--- src/rtl/l1d_evict_wb_unit_pkg.sv ---
// Shared types and sizes for the L1D eviction write-back path.
// Optional clean-line skip is enabled by defining L1D_EVICT_CLEAN_SKIP_EN.
package l1d_evict_wb_unit_pkg;

  localparam int unsigned L1D_LINE_WIDTH           = 512;
  localparam int unsigned L1D_EVICT_BEAT_WIDTH     = 128;
  localparam int unsigned L1D_EVICT_BEAT_NUM       = L1D_LINE_WIDTH / L1D_EVICT_BEAT_WIDTH;
  localparam int unsigned L1D_EVICT_BEAT_CNT_WIDTH = $clog2(L1D_EVICT_BEAT_NUM);
  localparam int unsigned L1D_INDEX_WIDTH          = 6;
  localparam int unsigned L1D_WAY_ID_WIDTH         = 2;
  localparam int unsigned L1D_MSHR_ENTRY_NUM       = 8;
  localparam int unsigned L1D_MSHR_ID_WIDTH        = $clog2(L1D_MSHR_ENTRY_NUM);

  typedef struct packed {
    logic [L1D_INDEX_WIDTH-1:0]   index;
    logic [L1D_WAY_ID_WIDTH-1:0]  way;
    logic [L1D_MSHR_ID_WIDTH-1:0] mshr_id;
  } pack_evict_req_pld;

  typedef struct packed {
    logic [L1D_EVICT_BEAT_WIDTH-1:0]     data;
    logic [L1D_EVICT_BEAT_CNT_WIDTH-1:0] beat_idx;
    logic                                last;
    logic [L1D_INDEX_WIDTH-1:0]          index;
    logic [L1D_WAY_ID_WIDTH-1:0]         way;
    logic [L1D_MSHR_ID_WIDTH-1:0]        mshr_id;
  } pack_evict_wb_pld;

  typedef enum logic [2:0] {
    IDLE,
    RD_REQ,
    RD_WAIT,
    WB_SEND,
    DONE
  } evict_wb_state_t;

endpackage

--- src/rtl/l1d_evict_wb_unit_beat_ser.sv ---
// Line buffer to write-back beat serializer: holds the victim line and
// presents one beat at a time under valid/ready.
module l1d_evict_beat_ser #(
  parameter  int unsigned LINE_WIDTH = 512,
  parameter  int unsigned BEAT_WIDTH = 128,
  localparam int unsigned BEAT_NUM   = LINE_WIDTH / BEAT_WIDTH,
  localparam int unsigned CNT_W      = $clog2(BEAT_NUM)
) (
  input  logic                  clk,
  input  logic                  rst_n,
  input  logic                  line_load,
  input  logic [LINE_WIDTH-1:0] line_in,
  input  logic                  send_en,
  input  logic                  beat_rdy,
  output logic                  beat_vld,
  output logic [BEAT_WIDTH-1:0] beat_data,
  output logic [CNT_W-1:0]      beat_idx,
  output logic                  beat_last,
  output logic                  beat_done
);

  logic [BEAT_NUM-1:0][BEAT_WIDTH-1:0] line_buf;
  logic [CNT_W-1:0]                    beat_cnt;
  logic                                beat_hs;

  always_comb begin
    beat_vld  = send_en;
    beat_hs   = send_en & beat_rdy;
    beat_last = (beat_cnt == CNT_W'(BEAT_NUM - 1));
    beat_done = beat_hs & beat_last;
    beat_data = line_buf[beat_cnt];
    beat_idx  = beat_cnt;
  end

  always_ff @(posedge clk or negedge rst_n) begin
    if (!rst_n) begin
      line_buf <= '0;
      beat_cnt <= '0;
    end else begin
      if (line_load) line_buf <= line_in;
      if (beat_hs)   beat_cnt <= beat_last ? '0 : beat_cnt + 1'b1;
    end
  end

endmodule

--- src/rtl/l1d_evict_wb_unit.sv ---
// Evict consumer: reads the victim line from data RAM, streams it as write-back
// beats, then pulses done to the owning MSHR. Optional: L1D_EVICT_CLEAN_SKIP_EN.
module l1d_evict_wb_unit
  import l1d_evict_wb_unit_pkg::*;
#(
  parameter  int unsigned BEAT_WIDTH     = L1D_EVICT_BEAT_WIDTH,
  localparam int unsigned BEAT_NUM       = L1D_LINE_WIDTH / BEAT_WIDTH,
  localparam int unsigned BEAT_CNT_WIDTH = $clog2(BEAT_NUM)
) (
  input  logic                          clk,
  input  logic                          rst_n,
  input  logic                          evict_req_vld,
  output logic                          evict_req_rdy,
  input  pack_evict_req_pld             evict_req_pld,
`ifdef L1D_EVICT_CLEAN_SKIP_EN
  input  logic                          evict_req_dirty,
`endif
  output logic                          dram_rd_vld,
  input  logic                          dram_rd_rdy,
  output logic [L1D_INDEX_WIDTH-1:0]    dram_rd_index,
  output logic [L1D_WAY_ID_WIDTH-1:0]   dram_rd_way,
  input  logic                          dram_rsp_vld,
  input  logic [L1D_LINE_WIDTH-1:0]     dram_rsp_data,
  output logic                          wb_vld,
  input  logic                          wb_rdy,
  output pack_evict_wb_pld              wb_pld,
  output logic [L1D_MSHR_ENTRY_NUM-1:0] v_evict_done
);

  evict_wb_state_t         state_q, state_d;
  pack_evict_req_pld       req_q;
  logic                    req_accept;
  logic                    line_load;
  logic                    send_en;
  logic [BEAT_WIDTH-1:0]   beat_data;
  logic [BEAT_CNT_WIDTH-1:0] beat_idx;
  logic                    beat_last;
  logic                    beat_done;

  always_comb begin
    state_d       = state_q;
    evict_req_rdy = 1'b0;
    req_accept    = 1'b0;
    dram_rd_vld   = 1'b0;
    line_load     = 1'b0;
    send_en       = 1'b0;
    case (state_q)
      IDLE: begin
        evict_req_rdy = 1'b1;
        if (evict_req_vld) begin
          req_accept = 1'b1;
`ifdef L1D_EVICT_CLEAN_SKIP_EN
          state_d = evict_req_dirty ? RD_REQ : DONE;
`else
          state_d = RD_REQ;
`endif
        end
      end
      RD_REQ: begin
        dram_rd_vld = 1'b1;
        if (dram_rd_rdy) state_d = RD_WAIT;
      end
      RD_WAIT: begin
        if (dram_rsp_vld) begin
          line_load = 1'b1;
          state_d   = WB_SEND;
        end
      end
      WB_SEND: begin
        send_en = 1'b1;
        if (beat_done) state_d = DONE;
      end
      DONE:    state_d = IDLE;
      default: state_d = IDLE;
    endcase
  end

  always_ff @(posedge clk or negedge rst_n) begin
    if (!rst_n) begin
      state_q <= IDLE;
      req_q   <= '0;
    end else begin
      state_q <= state_d;
      if (req_accept) req_q <= evict_req_pld;
    end
  end

  l1d_evict_beat_ser #(
    .LINE_WIDTH (L1D_LINE_WIDTH),
    .BEAT_WIDTH (BEAT_WIDTH)
  ) u_beat_ser (
    .clk       (clk),
    .rst_n     (rst_n),
    .line_load (line_load),
    .line_in   (dram_rsp_data),
    .send_en   (send_en),
    .beat_rdy  (wb_rdy),
    .beat_vld  (wb_vld),
    .beat_data (beat_data),
    .beat_idx  (beat_idx),
    .beat_last (beat_last),
    .beat_done (beat_done)
  );

  always_comb begin
    dram_rd_index   = req_q.index;
    dram_rd_way     = req_q.way;
    wb_pld.data     = beat_data;
    wb_pld.beat_idx = beat_idx;
    wb_pld.last     = beat_last;
    wb_pld.index    = req_q.index;
    wb_pld.way      = req_q.way;
    wb_pld.mshr_id  = req_q.mshr_id;
    v_evict_done    = '0;
    if (state_q == DONE) v_evict_done[req_q.mshr_id] = 1'b1;
  end

  // RAM read latency is at least one cycle, so no response may coincide with the request handshake.
  a_rsp_not_with_req: assert property (@(posedge clk) disable iff (!rst_n)
    (state_q == RD_REQ && dram_rd_rdy) |-> !dram_rsp_vld);

  a_mshr_id_range: assert property (@(posedge clk) disable iff (!rst_n)
    (evict_req_vld && evict_req_rdy) |-> (32'(evict_req_pld.mshr_id) < L1D_MSHR_ENTRY_NUM));

endmodule

--- config.mk ---
export PLATFORM = sky130hd
export DESIGN_NAME = l1d_evict_wb_unit
export DESIGN_NICKNAME = d
export VERILOG_FILES = /design/src/rtl/l1d_evict_wb_unit_pkg.sv /design/src/rtl/l1d_evict_wb_unit_beat_ser.sv /design/src/rtl/l1d_evict_wb_unit.sv
export SDC_FILE = /design/constraint.sdc
export NUM_CORES = 1
export LEC_CHECK = 0
export ABC_CLOCK_PERIOD_IN_PS = 3900
export CORE_MARGIN = 1.5
export CORE_UTILIZATION = 25
export DETAILED_ROUTE_END_ITERATION = 8
export PLACE_DENSITY = 0.52
export SETUP_SLACK_MARGIN = 0.1
export SYNTH_ARGS = -nofsm -noshare
export SYNTH_HDL_FRONTEND = slang
export SYNTH_HIERARCHICAL = 1
export SYNTH_SLANG_ARGS = --single-unit
--- constraint.sdc ---
create_clock -name clk -period 3.9 [get_ports clk]
set_input_delay 0.78 -clock clk [delete_from_list [all_inputs] [get_ports clk]]
set_output_delay 0.78 -clock clk [all_outputs]
set_load 0.02 [all_outputs]
After elaboration in Yosys (flattened, before gate mapping)
Cells that the tools add are included.
W data, S select, Z words.
{ "op_classes": {"add_sub_neg": 1, "n_eq_ne": 9, "reduce_logical": 3, "n_bitwise": 2, "muxes": 18, "magnitude_cmp": 3} }
{ "ops": {"columns": ["cell", "n"], "rows": [
  ["$bmux W128 S2", 1],
  ["$mux W128", 1],
  ["$mux W3", 4],
  ["$pmux W3 S4", 1],
  ["$mux W1", 8],
  ["$mux W8", 1],
  ["$ne A2 B2 Y1 const B", 4],
  ["$eq A3 B2 Y1 const B", 2],
  ["$lt A3 B4 Y1 const B", 1],
  ["$reduce_and A4 Y1", 1],
  ["$demux W1 S3", 1],
  ["$eq A3 B1 Y1 const B", 1],
  ["$eq A3 B3 Y1 const B", 1],
  ["$ge A3 B1 Y1 const B", 1],
  ["$logic_not A3 Y1", 1],
  ["$lt A2 B3 Y1 const B", 1],
  ["$add A2 B1 Y2 const B", 1],
  ["$and A1 B1 Y1", 2],
  ["$eq A2 B2 Y1 const B", 1],
  ["$mux W2", 1],
  ["$logic_and A1 B1 Y1", 1]
]} }
{ "word_totals": {"wordCells": 45, "inputBits": 529, "out_inout_bits": 161, "register_bits": 528} }

Depth between registers and ports, before layout
{ "logic_depth": {"ltp_word": 6, "mapped_depth": 6, "mapped_depth_nobuf": 5} }

By module
Netlist, hierarchy kept.
{ "modules_own_cells": {"columns": ["mod", "cells_per_inst", "instances", "seq_area_each_um2", "area_per_inst_um2"], "rows": [
  ["l1d_evict_beat_ser", 1247, 1, 12862.3, 22068.7],
  ["l1d_evict_wb_unit", 65, 1, 350.3, 789.5]
]} }

Least setup slack after synthesis
OpenSTA, ideal clock, no wires.
{ "synth_timing": {"path_kind": "register to output", "from": "register u_beat_ser.beat_cnt[0], in the netlist u_beat_ser/beat_idx[0]", "to": "output port wb_pld[100] (netlist name)", "stages_incl_launch_ff": 5, "required_time_ns": 3.120, "arrival_ns": 1.534, "setup_slack_ns": 1.586, "cell_sequence": "dfrtp_1 > buf_2 > buf_6 > buf_6 > mux4_2"} }
{ "synth_lines": {"columns": ["element", "line_no", "rtl"], "rows": [
  ["start: declaration", "l1d_evict_wb_unit_beat_ser.sv:23", "logic [CNT_W-1:0] beat_cnt;"],
  ["start signal: assignment", "l1d_evict_wb_unit_beat_ser.sv:41", "if (beat_hs) beat_cnt <= beat_last ? '0 : beat_cnt + 1'b1;"],
  ["end: declaration", "l1d_evict_wb_unit.sv:26", "output pack_evict_wb_pld wb_pld,"]
]} }

==> impl_metrics.yaml <==
clock_network:
  cts_tree: "done"
  insertion_delay_ns: 0.60
  h-tree-depth: 3
  clockBufferDepth: 3
  clock_sinks: 528
  hold_buffers: 0
  clk_pin_slew_ns: 0.05
  ctsRootBufferMaster: "clkbuf_16"
  numCtsBuffers: 66
floorplan:
  num_io_pins: 690
  start_util: 0.253
  rows: 110
  die_w_um: 305
  dieArea_sq_mm: 0.0933
  core_sq_mm: 0.0903
  die_height_um: 305
run_status:
  status: "finished clean"
layout:
  layout_commonest_cell: "clkdlybuf4s50_1"
  drive_above_1_share: 0.389
  syn_to_final_growth_pct: 46.1
  fin_nets: 2542
  final_util: 0.370
  layout_common_cells: "clkdlybuf4s50_1, dfrtp_1, mux2_2"
power:
  total_power_mw: 29.7
  p_leak_nw: 13.2
  power.switching_mw: 9.81
  p_seq_frac: 0.338
  internal-power_mw: 19.9
  p_per_area_mw_per_mm2: 888
  peakVddDrop_v: 0.000480
  pwr-share-comb: 0.459
  clkPwrFrac: 0.202
  swShare: 0.331
critical_path:
  r2r_slack_ns: 1.57
  r2r_start: "state_q[2]"
  crit_type: "reg -> out"
  reg2reg_to: "u_beat_ser/line_buf[32]"
  critPathLaunchType: "flip-flop"
  cp.arrival_ns: 2.86
  worstPathRequired_ns: 3.12
  critical_path_peak_fanout: 40
  worstSetupEndpointType: "output pin"
  reg2regPathDepth: 4
global_route:
  grt_pass1_vias: 16306
  gr-usage-all-layers: 0.151
  grt-ovfl-total: 0
  grt_pass1_wl_um: 106000
  antenna_found_initial: 21
  grt_max_degree: 101
timing:
  worst_slack_ns: 0.262
  rsz0062_at_grt: "true"
  finalHoldViolCount: 0
  skew_ns: 0.0190
  drv_slew: 0
  setup-tns-final_ns: 0
  worstMarginPinSlew_ns: 0.908
  relSlewSlack: 0.394
  hold-worst-slack_ns: 0.209
  min_period_over_period: 0.933
  period_needed_ns: 3.64
  finalSetupViolations: 0
  max_freq_mhz: 275
routing:
  num_vias: 14308
  first_pass_iters: 4
  drc: 0
  wl_um: 70900
  wl_per_cell_um: 21.9
  ant_nets: 0
  drt_iter0_markers: 554
  viasPerCell: 4.41
place:
  hpwl_um: 52400
  portBuffers: 689
  preCtsSetupSlack_ns: 0.800
  gp_congestion: 0.818
yosys:
  yosysUniqueCellTypes: 27
  syn_area_sq_mm: 0.0229
  synth.avg_cell_area_sq_um: 17.4
  synth_nets: 1842
  yosysWarnings: 6
  synthesis.instances: 1312
  ys_seq_elements: 528
  ys_seq_area_frac: 0.578
job:
  cap_violations: 0
hold_path:
  min_path_type: "in -> async"
worst max path at each step:
stage                      startpoint          end  slack, ns  cells past startpoint
4_1_cts        u_beat_ser/beat_idx[0]   wb_pld[81]       0.13                      3
2_1_floorplan  u_beat_ser/beat_idx[0]  wb_pld[100]       1.59                      4
6_report       u_beat_ser/beat_idx[0]   wb_pld[85]       0.26                      3
5_1_grt        u_beat_ser/beat_idx[0]   wb_pld[85]        0.1                      3
3_5_place_dp   u_beat_ser/beat_idx[0]   wb_pld[81]       0.80                      3
3_3_place_gp   u_beat_ser/beat_idx[0]   wb_pld[99]       0.82                      3
cell usage after synthesis, drive strengths merged:
cell type | count | area share
nand3 | 1 | 0.00022
buf | 98 | 0.027
and3 | 1 | 0.00027
nor3 | 3 | 0.0011
dfrtp | 528 | 0.58
nand2 | 4 | 0.00066
a21oi | 2 | 0.00044
nor3b | 1 | 0.00033
mux4 | 128 | 0.13
and4bb | 1 | 0.00055
a211o | 1 | 0.00038
and3b | 1 | 0.00044
and2 | 2 | 0.00066
nand3b | 2 | 0.00066
clkbuf | 1 | 0.00016
ha | 1 | 0.00055
nor2 | 9 | 0.0015
nand2b | 2 | 0.00055
o211ai | 1 | 0.00033
mux2 | 525 | 0.26
flip-flops by register name, indices dropped and copies added (netlist names):
name / cells
dram_rd_index: 6
dram_rd_way: 2
state_q: 3
u_beat_ser/beat_idx: 2
u_beat_ser/line_buf: 512
wb_pld: 3
power by group through the flow:
stage / clock network (mW) / registers [mW] / logic [mW]
after floorplan: 0 / 9.34 / 8.86
after global placement: 0 / 10.1 / 13.6
after detailed placement: 0 / 10.2 / 13.8
after CTS: 6.28 / 10.1 / 13.8
after global routing: 6.50 / 10.4 / 14.4
final: 6.01 / 10.0 / 13.6
metrics by stage:
stage / instances / instance area, sq um
floorplan: 1312 / 22900
global placement: 3119 / 31200
global route: 3244 / 33400
finish: 3245 / 33400
detailed placement: 3119 / 31200
CTS: 3231 / 33300
per-layer routing:
metal,GRT usage,vias up,wire length [um]
met5,0,-,108
li1,-,6325,-
met3,0.0544,106,5880
met2,0.263,453,36700
met1,0.166,7408,26200
met4,0.0590,16,2020
area by class of cell:
| class | count | area [sq um] |
|---|---|---|
| Fill cell | 8578 | 56900 |
| Sequential cell | 528 | 13200 |
| Timing Repair Buffer | 731 | 7520 |
| Clock buffer | 96 | 1910 |
| Tap cell | 1176 | 1470 |
| Multi-Input combinational cell | 685 | 9030 |
| Clock inverter | 16 | 211 |
| Antenna cell | 13 | 32.5 |
logic make-up (layout without fill, tap and decap cells):
logic type | after synthesis | in the layout | synth area share
simple gates | 27 | 27 | 0.00695
other cells | 0 | 13 | 0
flops | 528 | 528 | 0.578
buf+inv | 99 | 843 | 0.0269
compound gates | 4 | 4 | 0.00115
mux | 653 | 653 | 0.386
fa+ha+maj | 1 | 1 | 0.000547
timing repair:
action	CTS	global route
endpoints found under the setup margin	0	12
endpoints found under the hold margin	0	0
setup buffers	0	0
resized for setup	0	1
critical path, cell delays in order, from the launching register on:
cell             delay, ns
dfrtp_4               0.65
buf_12                0.34
mux4_2                0.57
clkdlybuf4s50_1       0.60
(Power assumes the default switching activity.)
